--- src/rtl/tpu_result_reader.sv ---
// tpu_result_reader: streams C-buffer accumulator words out as row-major 32-bit elements.
// Optional RESULT_SAT8_EN clamps each lane to int8 range before it leaves the block.
module tpu_result_reader #(
    parameter int LANES  = 4,
    parameter int ADDR_W = 16
) (
    input  logic                  clk,
    input  logic                  rst,
    input  logic                  start,
    input  logic [8:0]            M,
    input  logic [8:0]            N,
    output logic                  busy,
    output logic                  done,
    output logic                  C_wr_en,
    output logic [ADDR_W-1:0]     C_index,
    output logic [32*LANES-1:0]   C_data_in,
    input  logic [32*LANES-1:0]   C_data_out,
    output logic                  out_valid,
    input  logic                  out_ready,
    output logic [31:0]           out_data,
    output logic                  out_last
);
    localparam int LW = (LANES > 1) ? $clog2(LANES) : 1;
    localparam logic [2:0] IDLE    = 3'd0;
    localparam logic [2:0] ISSUE   = 3'd1;
    localparam logic [2:0] CAPTURE = 3'd2;
    localparam logic [2:0] EMIT    = 3'd3;
    localparam logic [2:0] FINISH  = 3'd4;

    logic [2:0]          r_state;
    logic [8:0]          r_m_tot;
    logic [8:0]          r_n_tot;
    logic [8:0]          r_m;
    logic [9:0]          r_col;
    logic [ADDR_W-1:0]   r_base;
    logic [LW-1:0]       r_lane;
    logic [32*LANES-1:0] r_word;
    logic                r_done;

    logic [31:0] w_lanes [LANES];
    logic [31:0] w_lane_raw;
    logic [31:0] w_lane_out;
    logic [9:0]  w_col;
    logic        w_row_end;
    logic        w_word_end;
    logic        w_final;
    logic        w_hs;

    // Lane 0 sits in the most significant 32 bits of the word.
    for (genvar i = 0; i < LANES; i++) begin : g_lane
        assign w_lanes[i] = r_word[32*(LANES-1-i) +: 32];
    end

    assign w_lane_raw = w_lanes[r_lane];
    assign w_col      = r_col + 10'(r_lane);
    assign w_row_end  = w_col == 10'(r_n_tot) - 10'd1;
    assign w_word_end = (r_lane == LW'(LANES - 1)) || w_row_end;
    assign w_final    = w_row_end && (r_m == r_m_tot - 9'd1);
    assign w_hs       = out_valid && out_ready;

`ifdef RESULT_SAT8_EN
    assign w_lane_out = ($signed(w_lane_raw) > 32'sd127)  ? 32'd127 :
                        ($signed(w_lane_raw) < -32'sd128) ? 32'hFFFF_FF80 : w_lane_raw;
`else
    assign w_lane_out = w_lane_raw;
`endif

    assign C_wr_en   = 1'b0;
    assign C_data_in = '0;
    assign C_index   = (r_state == ISSUE) ? r_base + ADDR_W'(r_m) : '0;
    assign busy      = r_state != IDLE;
    assign done      = r_done;
    assign out_valid = r_state == EMIT;
    assign out_data  = out_valid ? w_lane_out : 32'd0;
    assign out_last  = out_valid && w_final;

    always_ff @(posedge clk or posedge rst) begin
        if (rst) begin
            r_state <= IDLE;
            r_m_tot <= '0;
            r_n_tot <= '0;
            r_m     <= '0;
            r_col   <= '0;
            r_base  <= '0;
            r_lane  <= '0;
            r_word  <= '0;
            r_done  <= 1'b0;
        end else begin
            r_done <= r_state == FINISH;
            case (r_state)
                IDLE: if (start) begin
                    r_m_tot <= M;
                    r_n_tot <= N;
                    r_m     <= '0;
                    r_col   <= '0;
                    r_base  <= '0;
                    r_state <= (M == 9'd0 || N == 9'd0) ? FINISH : ISSUE;
                end
                ISSUE: r_state <= CAPTURE;
                CAPTURE: begin
                    r_word  <= C_data_out;
                    r_lane  <= '0;
                    r_state <= EMIT;
                end
                EMIT: if (w_hs) begin
                    if (!w_word_end) begin
                        r_lane <= r_lane + LW'(1);
                    end else if (w_final) begin
                        r_state <= FINISH;
                    end else if (w_row_end) begin
                        r_m     <= r_m + 9'd1;
                        r_col   <= '0;
                        r_base  <= '0;
                        r_state <= ISSUE;
                    end else begin
                        r_col   <= r_col + 10'(LANES);
                        r_base  <= r_base + ADDR_W'(r_m_tot);
                        r_state <= ISSUE;
                    end
                end
                FINISH: r_state <= IDLE;
                default: r_state <= IDLE;
            endcase
        end
    end
endmodule

--- config.mk ---
export PLATFORM = sky130hd
export DESIGN_NAME = tpu_result_reader
export DESIGN_NICKNAME = d
export VERILOG_FILES = /design/src/rtl/tpu_result_reader.sv
export SDC_FILE = /design/constraint.sdc
export NUM_CORES = 1
export LEC_CHECK = 0
export ABC_AREA = 0
export ABC_CLOCK_PERIOD_IN_PS = 8500
export BUFFER_PORTS_ARGS = -buffer_cell sky130_fd_sc_hd__clkbuf_2
export CORE_MARGIN = 2
export CORE_UTILIZATION = 50
export DETAILED_ROUTE_END_ITERATION = 7
export MAX_ROUTING_LAYER = met4
export PLACE_DENSITY = 0.78
export SYNTH_ARGS = -nofsm -noshare
export SYNTH_HDL_FRONTEND = slang
export SYNTH_SLANG_ARGS = --single-unit
--- constraint.sdc ---
create_clock -name clk -period 8.5 [get_ports clk]
set_input_delay 1.7 -clock clk [delete_from_list [all_inputs] [get_ports clk]]
set_output_delay 1.7 -clock clk [all_outputs]
set_load 0.01 [all_outputs]
==> results.tsv, run 1 <==
metric	value	unit
outcome	complete, no violations	
worstMarginPinSlew	1.13	ns
insertedDiodeCount	0	
gr-total-overflow	0	
post-cts-setup-buffer-count	0	
fin_crit_sh	57.9	%
total_power	4.56	mW
hold_viol_final	0	
hold_buffers	0	
synth_cells	1003	
die_w	152	µm
synthArstFlopShare	100	%
wire_per_inst	17.2	µm
final.setup.tns	0	ns
fin_nets	1356	
fin_skew	0.0228	ns
synth_top_cell_area_share	42.0	%
grt_pass1_vias	8227	
yosys_warnings	0	
period_needed	4.92	ns
powerDensity	368	nW/µm²
grt_max_degree	118	
holdWs	0.505	ns
firstDrtPassIters	5	
avgViaCountPerCell	5.46	
crit_family	compound AO/OA/AOI/OAI gates	
cp-start-kind	flop	
synth_area_leaders	dfrtp_1 42%, mux2_2 13%, buf_4 8.8%	
grt.total_usage	22.5	%
finalMaxSlewViolations	0	
cts_tree	yes	
pre_cts_ws	3.97	ns
ys_types	57	
max_stage_delay	0.52	ns
max_cap_viol_count	0	
cts_made_buffers	17	
hold_class	flop to flop	
synth-edff-count	0	
clkLatencyLatePin	0.44	ns
port-buffer-count	201	
fmax	203	MHz
yosysSeqAreaShare	42.0	%
cts_max_level	4	
vias	8042	
worstSetupEndpointType	primary output	
synth-seq-cells	185	
crit_type	flop to primary output	
netlist.top_cell.by_area	dfrtp_1	
die-area	23200	µm²
grt_pass1_wl	41200	µm
worstHoldStart	r_word[67]	
setup_slack	3.58	ns
grt_antenna_before_repair	0	
ir_drop	0.206	mV
crit_path_cell_trace	inv_1 -> ha_1 -> o21ba_2 -> a221oi_1 -> o2111ai_1 -> a221oi_4 -> nand2_1 -> a211oi_1 -> clkbuf_2	
num_rows	54	
yosysMostFrequentCell	dfrtp_1	
worstPathRequired	6.80	ns
synth.top_cells.by_count	185 x dfrtp_1, 129 x buf_4, 129 x mux2_2, 89 x nand2_1, 41 x o21ai_0	
place_congestion	0.813	
coreArea	21800	µm²
avgSynthCellArea	11.0	µm²
arrival	3.22	ns
crit_slowest_cell	a221oi_4	
cts.sinks	185	
layout-drive-gt1-share	35.5	%
syn-cell-area	11000	µm²
start_util	50.6	%
cts_resized	0	
crit_fanout	10	
fin_util	57.0	%
ios	331	
clk_pin_slew	0.08	ns
rr_startpoint	r_n_tot[0]	
leakage	5.88	nW
cp.buffers_inverters	2	
crit_path_start	r_n_tot[0]	
drc	0	
synthFlopType	dfrtp_1	
finalSetupViolCount	0	
dp_hpwl	17800	µm
drt_wl_total	25400	µm
area_growth_syn_to_layout	12.6	%
final_antenna_net_count	0	
drtIter0Drc	454	
clockBufferDepth	2	
relSlewSlack	24.8	%
root_buffer	clkbuf_16	
rsz0062_at_grt	no	
die_h	152	µm
[worst reg2reg max path, stage by stage, from the launching register on]
cell and delay [ns]:
dfrtp_1 0.46, inv_1 0.09, ha_1 0.29, o21ba_2 0.22
a221oi_1 0.30, o2111ai_1 0.23, a221oi_4 0.52, nor4b_4 0.81
buf_4 0.33, or2_2 0.30, o211ai_1 0.16
[kinds of logic after synthesis]
logic type,synth area share [%]
xor gates and xnor gates,2.23
adders and majority gates,2.98
other,0.0340
AOI/OAI and AO/OA,8.27
DFF,42.0
muxes,21.0
buffers and inverters,11.1
and+or+nand+nor,12.3
[through the flow]
stage / cell area, µm² / instances
finish: 12400 / 1473
global route: 12400 / 1473
CTS: 12400 / 1473
detailed placement: 11800 / 1442
global placement: 11800 / 1442
floorplan: 11500 / 1131
[state kept, by name, indices dropped and copies added, names as in the netlist]
signal	count
r_n_tot	9
r_col	8
r_base	16
done	1
r_lane	2
r_m	9
r_m_tot	9
r_word	128
r_state	3
[path summary, 6_finish.rpt]
| kind | end | slack, ns | depth (start not counted) |
|---|---|---|---|
| max | out_last | 3.58 | 9 |
| min | r_word[67] | 0.50 | 1 |
| max reg2reg | r_col[5] | 4.65 | 10 |
| min reg2reg | r_word[67] | 0.50 | 1 |
| max in group asynchronous | r_lane[0] | 5.42 | 3 |
| min in group asynchronous | r_word[101] | 1.48 | 2 |
[cells in the final DEF (no fill, tap or decap), drive strengths merged, types with 7 or more instances in the layout]
| cell type | count |
|---|---|
| a21o | 14 |
| ha | 23 |
| o21ai | 41 |
| o31ai | 18 |
| or4 | 11 |
| buf | 11 |
| clkinv | 7 |
| mux4 | 32 |
| nor4 | 10 |
| inv | 21 |
| mux2i | 14 |
| nand3 | 19 |
| xnor2 | 15 |
| nor3b | 7 |
| xor2 | 13 |
| dfrtp | 185 |
| o41ai | 7 |
| nand2 | 89 |
| a21oi | 19 |
| nor2 | 30 |
| nor3 | 10 |
| conb | 129 |
| mux2 | 129 |
| and3 | 38 |
| clkbuf | 218 |
| nand2b | 16 |
[final cells by class]
class / count / area [µm²]
clock inverters: 14 / 180
multi-input cells: 751 / 5670
repair buffers: 212 / 1090
inverters: 14 / 57.6
flip-flops and latches: 185 / 4630
clock buffers: 17 / 425
well taps: 280 / 350
fillers: 1837 / 9350
[routing by layer]
metal / global-route usage [%] / routed length (µm) / up-vias
li1: - / - / 3715
met1: 26.4 / 10300 / 4003
met2: 38.0 / 12700 / 288
met3: 6.03 / 1880 / 36
met4: 7.50 / 535 / 0
met5: - / 0 / -
[power by group]
part	switching [mW]	internal, mW
Clock	0.405	0.400
Sequential	0.301	1.28
Combinational	1.07	1.10
Total	1.78	2.78
Note: power is estimated with default switching activity, not from simulation.
==> run 2, diff against run 1 <==
--- a/config.mk
+++ b/config.mk
@@ -6,7 +6,7 @@
 export NUM_CORES = 1
 export LEC_CHECK = 0
 export ABC_AREA = 0
-export ABC_CLOCK_PERIOD_IN_PS = 8500
+export ABC_CLOCK_PERIOD_IN_PS = 5000
 export BUFFER_PORTS_ARGS = -buffer_cell sky130_fd_sc_hd__clkbuf_2
 export CORE_MARGIN = 2
 export CORE_UTILIZATION = 50
==> constraint.sdc (replaced) <==
create_clock -name clk -period 5 [get_ports clk]
set_input_delay 1 -clock clk [delete_from_list [all_inputs] [get_ports clk]]
set_output_delay 1 -clock clk [all_outputs]
set_load 0.01 [all_outputs]
==> results.tsv, run 2 (synthesis gave the netlist of run 1 again) <==
metric	value	unit
grt_pass1_wl	41700	µm
arrival	3.23	ns
powerDensity	624	nW/µm²
cts_made_buffers	17	
die_h	152	µm
clk_pin_slew	0.07	ns
top_regs	r_word: 128 flops, r_base: 16 flops	
final_cell_mix	201 x clkbuf_2, 183 x dfrtp_1, 129 x mux2_2, 129 x conb_1, 89 x nand2_1	
hold_class	flop to flop	
regMostFlops	r_word	
root_buffer	clkbuf_16	
hold_buffers	0	
coreArea	21800	µm²
relSlewSlack	24.4	%
num_rows	54	
cts.sinks	185	
largest_reg_flops	128	
place_inst	1443	
cp-start-kind	flop	
layout_commonest_cell	clkbuf_2	
ir_drop	0.342	mV
cts_max_level	4	
max_cap_viol_count	0	
cts_tree	yes	
grt.total_usage	22.9	%
gr-total-overflow	0	
fin_nets	1357	
firstDrtPassIters	5	
period_needed	4.23	ns
place_congestion	0.873	
avgViaCountPerCell	5.43	
crit_type	flop to primary output	
drc	0	
grt_max_degree	123	
regToRegSetupSlack	1.56	ns
die_w	152	µm
holdWs	0.508	ns
worstSetupEndpointType	primary output	
rsz0062_at_grt	no	
area_growth_syn_to_layout	12.8	%
grt_pass1_vias	8263	
clkLatencyLatePin	0.44	ns
fin_crit_sh	84.6	%
ios	331	
clockBufferDepth	2	
crit_fanout	8	
fin_skew	0.0153	ns
stdcell_count	1475	
worstPathRequired	4.00	ns
fmax	236	MHz
cts_resized	0	
drtIter0Drc	503	
finalSetupViolCount	0	
worstMarginPinSlew	1.13	ns
drt_wl_total	25500	µm
insertedDiodeCount	0	
hold_depth	1	
vias	8011	
port-buffer-count	201	
total_power	7.76	mW
post-cts-setup-buffer-count	0	
hold_viol_final	0	
die-area	23200	µm²
start_util	50.6	%
final.setup.tns	0	ns
wire_per_inst	17.3	µm
r2r_cells	10	
dp_hpwl	18300	µm
grt_antenna_before_repair	0	
finalMaxSlewViolations	0	
final_antenna_net_count	0	
outcome	complete, no violations	
layout-drive-gt1-share	35.5	%
leakage	5.89	nW
[run 2: cell types whose count changed in the layout (fill, tap and decap cells not counted), sizes merged]
cell      change
inv           -1
clkbuf        +1
buf           +1
clkinvlp      +1
[run 2: power by group]
part | switching (mW) | total (mW) | internal, mW
logic | 1.82 | 3.70 | 1.88
registers | 0.512 | 2.69 | 2.18
clock network | 0.683 | 1.36 | 0.682
total | 3.02 | 7.76 | 4.74
[run 2: final cells by class]
class                   count  area (µm²)
inverters                  14        56.3
clock buffers              18         429
clock inverters            14         175
flip-flops and latches    185        4630
repair buffers            213        1120
multi-input cells         751        5670
fillers                  1836        9320
well taps                 280         350
[run 2: per-stage QoR]
stage / utilization (%) / area (µm²) / worst slack, ns
after global routing: 57.1 / 12400 / 0.454
final: 57.1 / 12400 / 0.771
after detailed placement: 54.4 / 11800 / 1.24
after global placement: 54.4 / 11800 / 1.32
after CTS: 57.1 / 12400 / 0.760
after floorplan: - / 11500 / 1.62
[run 2: worst max-delay path, cell delays in order, from the launching register on]
cell	delay [ns]
dfrtp_1	0.48
ha_1	0.34
a21o_1	0.15
a21oi_1	0.21
o21bai_1	0.11
a2111oi_0	0.66
o31a_1	0.44
nor2_1	0.06
o21ai_0	0.17
clkbuf_2	0.16
[run 2: final timing paths]
check	to	from
hold / removal	r_word[22]	r_word[22]
hold reg to reg	r_word[22]	r_word[22]
max in group asynchronous	r_lane[0]	rst
setup / recovery	C_index[11]	r_m[1]
min in group asynchronous	r_word[2]	rst
setup reg to reg	r_col[9]	r_n_tot[0]
[run 2: routing by layer]
metal	routed length, µm	share of wire (%)	track usage, %
met4	469	1.8	7.36
met5	0	0	-
met2	12900	50	38.4
met1	10300	40	27.3
met3	1910	7.5	5.66
